[src/rtl/reg_write_arbiter_pkg.sv]
// reg_write_arbiter_pkg: write-port special-register codes and arbiter FSM state encodings.
package reg_write_arbiter_pkg;
   localparam logic [1:0] SPEC_GEN = 2'b00;
   localparam logic [1:0] SPEC_SP  = 2'b01;
   localparam logic [1:0] SPEC_IH  = 2'b10;
   localparam logic [1:0] SPEC_T   = 2'b11;

   localparam logic [1:0] ST_IDLE   = 2'd0;
   localparam logic [1:0] ST_WAIT   = 2'd1;
   localparam logic [1:0] ST_DBG_WR = 2'd2;
endpackage

[src/rtl/reg_write_arbiter.sv]
// reg_write_arbiter: shares the register-file write port between writeback and a debug/loader
// requester; writeback wins unless the debug write has lost MAX_WAIT cycles in a row.
module reg_write_arbiter
   import reg_write_arbiter_pkg::*;
#(
   parameter int unsigned MAX_WAIT = 4
) (
   input  logic        CLK,
   input  logic        RST,
   input  logic        wbRegWrite,
   input  logic [1:0]  wbWriteSpecReg,
   input  logic [2:0]  wbR3,
   input  logic [15:0] wbData,
   input  logic        dbgReq,
   input  logic [1:0]  dbgSpecReg,
   input  logic [2:0]  dbgR3,
   input  logic [15:0] dbgData,
   output logic        dbgAck,
   output logic        wbStall,
   output logic        regWrite,
   output logic [1:0]  writeSpecReg,
   output logic [2:0]  R3,
   output logic [15:0] inData3
);
   logic [1:0]  state_q, state_d;
   logic [3:0]  wait_cnt_q, wait_cnt_d;
   logic        reg_write_q, dbg_ack_q;
   logic [1:0]  spec_q;
   logic [2:0]  r3_q;
   logic [15:0] data_q;
   logic        sel_dbg, sel_wb, stall;

   always_comb begin
      state_d    = state_q;
      wait_cnt_d = wait_cnt_q;
      sel_dbg    = 1'b0;
      stall      = 1'b0;
      unique case (state_q)
         ST_IDLE:
            if (dbgReq && wbRegWrite) begin
               wait_cnt_d = 4'd1;
               state_d    = ST_WAIT;
            end else if (dbgReq) begin
               sel_dbg = 1'b1;
               state_d = ST_DBG_WR;
            end
         ST_WAIT:
            if (!dbgReq) begin
               wait_cnt_d = 4'd0;
               state_d    = ST_IDLE;
            end else if (!wbRegWrite) begin
               sel_dbg = 1'b1;
               state_d = ST_DBG_WR;
            end else if (wait_cnt_q < 4'(MAX_WAIT)) begin
               wait_cnt_d = wait_cnt_q + 4'd1;
            end else begin
               stall   = 1'b1;
               sel_dbg = 1'b1;
               state_d = ST_DBG_WR;
            end
         default: begin
            wait_cnt_d = 4'd0;
            state_d    = ST_IDLE;
         end
      endcase
      sel_wb = wbRegWrite && !sel_dbg;
   end

   // Unselected cycles leave the address/data registers untouched; only regWrite drops.
   always_ff @(posedge CLK) begin
      if (RST) begin
         state_q     <= ST_IDLE;
         wait_cnt_q  <= 4'd0;
         reg_write_q <= 1'b0;
         dbg_ack_q   <= 1'b0;
         spec_q      <= SPEC_GEN;
         r3_q        <= 3'd0;
         data_q      <= 16'h0000;
      end else begin
         state_q     <= state_d;
         wait_cnt_q  <= wait_cnt_d;
         reg_write_q <= sel_dbg || sel_wb;
         dbg_ack_q   <= sel_dbg;
         if (sel_dbg) begin
            spec_q <= dbgSpecReg;
            r3_q   <= dbgR3;
            data_q <= dbgData;
         end else if (sel_wb) begin
            spec_q <= wbWriteSpecReg;
            r3_q   <= wbR3;
            data_q <= wbData;
         end
      end
   end

   assign wbStall      = stall && !RST;
   assign dbgAck       = dbg_ack_q;
   assign regWrite     = reg_write_q;
   assign writeSpecReg = spec_q;
   assign R3           = r3_q;
   assign inData3      = data_q;
endmodule

[config.mk]
export PLATFORM = sky130hd
export DESIGN_NAME = reg_write_arbiter
export DESIGN_NICKNAME = d
export VERILOG_FILES = /design/src/rtl/reg_write_arbiter_pkg.sv /design/src/rtl/reg_write_arbiter.sv
export SDC_FILE = /design/constraint.sdc
export NUM_CORES = 1
export LEC_CHECK = 0
export CAP_MARGIN = 0
export CELL_PAD_IN_SITES_DETAIL_PLACEMENT = 1
export CELL_PAD_IN_SITES_GLOBAL_PLACEMENT = 2
export CORE_ASPECT_RATIO = 1.5
export CORE_UTILIZATION = 25
export CTS_CLUSTER_DIAMETER = 80
export DETAILED_ROUTE_END_ITERATION = 7
export GPL_TIMING_DRIVEN = 0
export PLACE_DENSITY = 0.88
export SYNTH_ARGS = -nofsm -noshare
export SYNTH_HDL_FRONTEND = slang
export SYNTH_SLANG_ARGS = --single-unit
[constraint.sdc]
create_clock -name CLK -period 3.5 [get_ports CLK]
set_input_delay 1.05 -clock CLK [delete_from_list [all_inputs] [get_ports CLK]]
set_output_delay 1.05 -clock CLK [all_outputs]
set_load 0.1 [all_outputs]
# Word level (Yosys, flattened, before mapping)
# Index checks and enable logic that the tools add are counted.
[totals]
reg_bits = 29
input_bits = 46
output_inout_bits = 24
wordCells = 51
[op_classes]
n_addsub = 1
order_cmp = 1
n_eq_ne = 6
muxes = 26
n_reduce_logical = 10
[op_table]
columns = ["op", "n"]
rows = [
  ["$mux W16", 2],
  ["$mux W4", 4],
  ["$mux W2", 7],
  ["$ne A3 B3 Y1 const B", 3],
  ["$mux W1", 8],
  ["$pmux W4 S2", 1],
  ["$mux W3", 2],
  ["$add A4 B1 Y4 const B", 1],
  ["$lt A4 B3 Y1 const B", 1],
  ["$ne A4 B4 Y1 const B", 1],
  ["$pmux W2 S2", 1],
  ["$logic_and A1 B1 Y1", 3],
  ["$reduce_and A3 Y1", 1],
  ["$eq A2 B1 Y1 const B", 1],
  ["$logic_not A1 Y1", 2],
  ["$logic_not A2 Y1", 1],
  ["$ne A2 B2 Y1 const B", 1],
  ["$pmux W1 S2", 1],
  ["$reduce_and A2 Y1", 1],
  ["$reduce_bool A2 Y1", 1],
  ["$logic_or A1 B1 Y1", 1],
]

# Longest topological paths before layout
[logic_depth]
depth_word = 9
mapped_depth = 5
ltp_nobuf = 4

# Worst setup path after synthesis
# OpenSTA, ideal clock, no wires.
[synth_path]
path_type = "input port to output port"
from = "in RST"
to = "out wbStall"
arrival_ns = 4.127
required_ns = 2.450
setup_slack_ns = -1.677
stages = 2
n_path_buf = 1
path_cell_list = "clkbuf_1 nor4_1"
[synth_via]
elab_chain_len = 2
[synth_lines]
columns = ["element", "line_no", "source"]
rows = [
  ["from (decl)", "reg_write_arbiter.sv:9", "input logic RST,"],
  ["$logic_not A1 Y1", "reg_write_arbiter.sv:96", "assign wbStall = stall && !RST;"],
  ["$logic_and A1 B1 Y1", "reg_write_arbiter.sv:96", ""],
  ["to (decl)", "reg_write_arbiter.sv:19", "output logic wbStall,"],
]
# No other way between the ends.

# Worst setup path after layout
[layout_path]
from = "in dbgReq"
to = "out wbStall"
[layout_via]
elab_chain_len = 3
[layout_lines]
columns = ["element", "line_no", "source"]
rows = [
  ["from (decl)", "reg_write_arbiter.sv:14", "input logic dbgReq,"],
  ["$mux W1", "reg_write_arbiter.sv:48", "if (!dbgReq) begin"],
  ["$mux W1", "reg_write_arbiter.sv:38", "unique case (state_q)"],
  ["$logic_and A1 B1 Y1", "reg_write_arbiter.sv:96", ""],
]
# No other way between the ends.

==> results.ini <==
[clock_tree]
cts.path.max_buffers=2
clkLatencyLatePin_ns=0.27
clkSinkCount=29
cts-hold-fix-buffers=0
cts_buffers=5
clkTransAtPathRegs_ns=0.06
root_buffer=clkbuf_8
h-tree-depth=2
cts_tree=built

[min_path]
min_path_type=flip-flop to flip-flop
hp-start=wait_cnt_q[0]

[cells_and_area]
n_fill_cell=672
multi_input_area_um2=833
fin_nets=262
antenna_cells=0
syn_to_final_growth_pct=58.1
area.sequential_um2=581
drive_gt1_share_pct=18.1

[placement]
dpl_worst_slack_ns=-0.799
place.gp.congestion=0.731
port_buffers=67
dpl.hpwl_um=3290

[synth]
ys_ff_latch=29
synthTopCellsByCount=dfxtp_1, mux2i_1, nor4_1
syn-num-nets=188
avgSynthCellArea_um2=10.6
synth-async-reset-ratio_pct=0
ys_warn_count=0
ys_seq_area_share_pct=39.0
yosysMostFrequentCell=dfxtp_1
synth.largest_area_cell=dfxtp_1
synthTopCellsByArea=dfxtp_1, a211oi_2, mux2i_1
synth_top_area_share_pct=39.0
synth_edf_count=0
synth_ff_type=dfxtp_1
synthCells=141
ys_types=27
synth_area_mm2=0.00149

[sta]
relSlewSlack_pct=32.1
hold_viol=0
setup_violations=0
post-route-period-util_pct=86.7
slew_viol_final=0
fin_crit_ns=3.03
skew_ns=0.00361
worstMarginPinSlew_ns=1.02
worst_hold_slack_ns=0.514
setup_ws_ns=0.466
fmax_mhz=330
rsz0062_at_grt=false

[critical_path]
cp.arrival_ns=1.98
crit_path_end_kind=output pin
worst_ep_required_time_ns=2.45
path_class=input pin to output pin
crit_chain=dlymetal6s2s_1, nand2_1, nor4_4, buf_6
worst-path-buf-inv=2
critPathLaunch=dbgReq
start_kind=input pin
critPathMaxStageDelay_ns=0.26
r2r-start=state_q[1]
cp_max_fo=7
path_delay_family=buffers and inverters
cpMaxStageDelayCell=buf_6
r2r_setup_slack_ns=1.94

[power_and_ir_drop]
powerDensity_mw_per_mm2=424
p_leak_nw=0.861
vdd_drop_max_v=0.000161

[detailed_routing]
wire_per_inst_um=15.0
first_pass_iters=4
vias=1380
drt_wl_total_um=4320
antenna_left=0
vias_per_cell=4.81
drt_iter0_drc=15
drc=0

[grt]
first_global_vias=1440
grt_use_total_pct=14.8
grt_max_degree=11
overflow=0
grt_pass1_wl_um=6860
antenna_found_initial=0

[floorplanning]
start_util_pct=25.8
die_w_um=65.0
ios=70
die_h_um=96.6
dieArea_mm2=0.00628
fp.coreArea_mm2=0.00579
row_count=34

[run_status]
status=finished, final reports clean

[run]
drv_cap=0

[where the power goes]
part	switching [W]	leakage [nW]	total, W	internal, W
registers	0.0000141	0.240	0.000369	0.000355
clock network	0.000118	0.0443	0.000273	0.000156
logic	0.000236	0.577	0.000358	0.000122
[worst register-to-register path, stage by stage, from the launching register on]
cell and delay, ns:
dfxtp_1 0.50, nand2b_4 0.23, clkbuf_1 0.41, nor4_1 0.14, a211oi_2 0.20
[sequential cells by signal, summed over array words and instances (netlist names)]
signal,flops
inData3,16
R3,3
regWrite,1
dbgAck,1
writeSpecReg,2
wait_cnt_q,4
state_q,2
[cell families after synthesis]
group / Yosys count / synth area share [%]
simple gates: 40 / 17.3
compound gates: 32 / 22.0
flops: 29 / 39.0
mux: 22 / 14.8
buf+inv: 17 / 6.13
fa+ha+maj: 1 / 0.839
[layer usage]
layer	global-route usage [%]	vias up	wire length, um
li1	-	688	-
met1	15.2	651	1740
met2	28.4	39	2350
met3	3.05	2	185
met4	6.52	0	47
met5	0	-	0
[repair_timing]
action	CTS	global route
gates resized for setup	6	2
setup buffers	0	0
endpoints found under the setup margin	1	1
[through the flow]
step	total power (W)	util [%]	std cells	area [um^2]	TNS [ns]
3_3_place_gp	0.000733	39.2	280	2270	-0.798
5_1_grt	0.00104	40.7	287	2360	0
3_5_place_dp	0.000736	39.2	280	2270	-0.799
6_report	0.00100	40.7	287	2360	0
4_1_cts	0.00101	40.6	287	2350	0
2_1_floorplan	0.000622	-	141	1510	0
[cells in the final DEF (no fill, tap or decap)]
cell and instances:
mux2i_1 22, buf_6 4, buf_1 1, clkbuf_8 6, a21oi_1 3, dlymetal6s2s_1 1
nand2_1 3, buf_2 4, a211oi_1 3, nand2b_1 2, clkbuf_1 7, inv_1 3
and2_1 1, ha_1 1, nor2b_4 1, clkdlybuf4s50_1 65, dfxtp_1 29, o21ai_0 2
nor3_1 2, nor4_4 1, a32o_1 1, nor2_1 4, nor3b_2 1, a211oi_2 20
nor2b_1 1, a31oi_1 2, or3_4 1, nand2b_4 1, o211ai_1 1, nor4_1 21
and2b_1 1
[path summary, 6_finish.rpt]
check	depth (start not counted)	endpoint
worst max-delay path	4	wbStall
worst min register to register	2	wait_cnt_q[0]
worst max register to register	4	inData3[8]
worst min-delay path	2	wait_cnt_q[0]
[layout make-up]
type | count | area share [%]
Sequential cell | 29 | 24.6
Multi-Input combinational cell | 95 | 35.4
Timing Repair Buffer | 67 | 28.6
Buffer | 14 | 3.40
Tap cell | 72 | 3.82
Clock buffer | 7 | 3.66
Inverter | 3 | 0.478
Note: power is estimated with default switching activity, not from simulation.
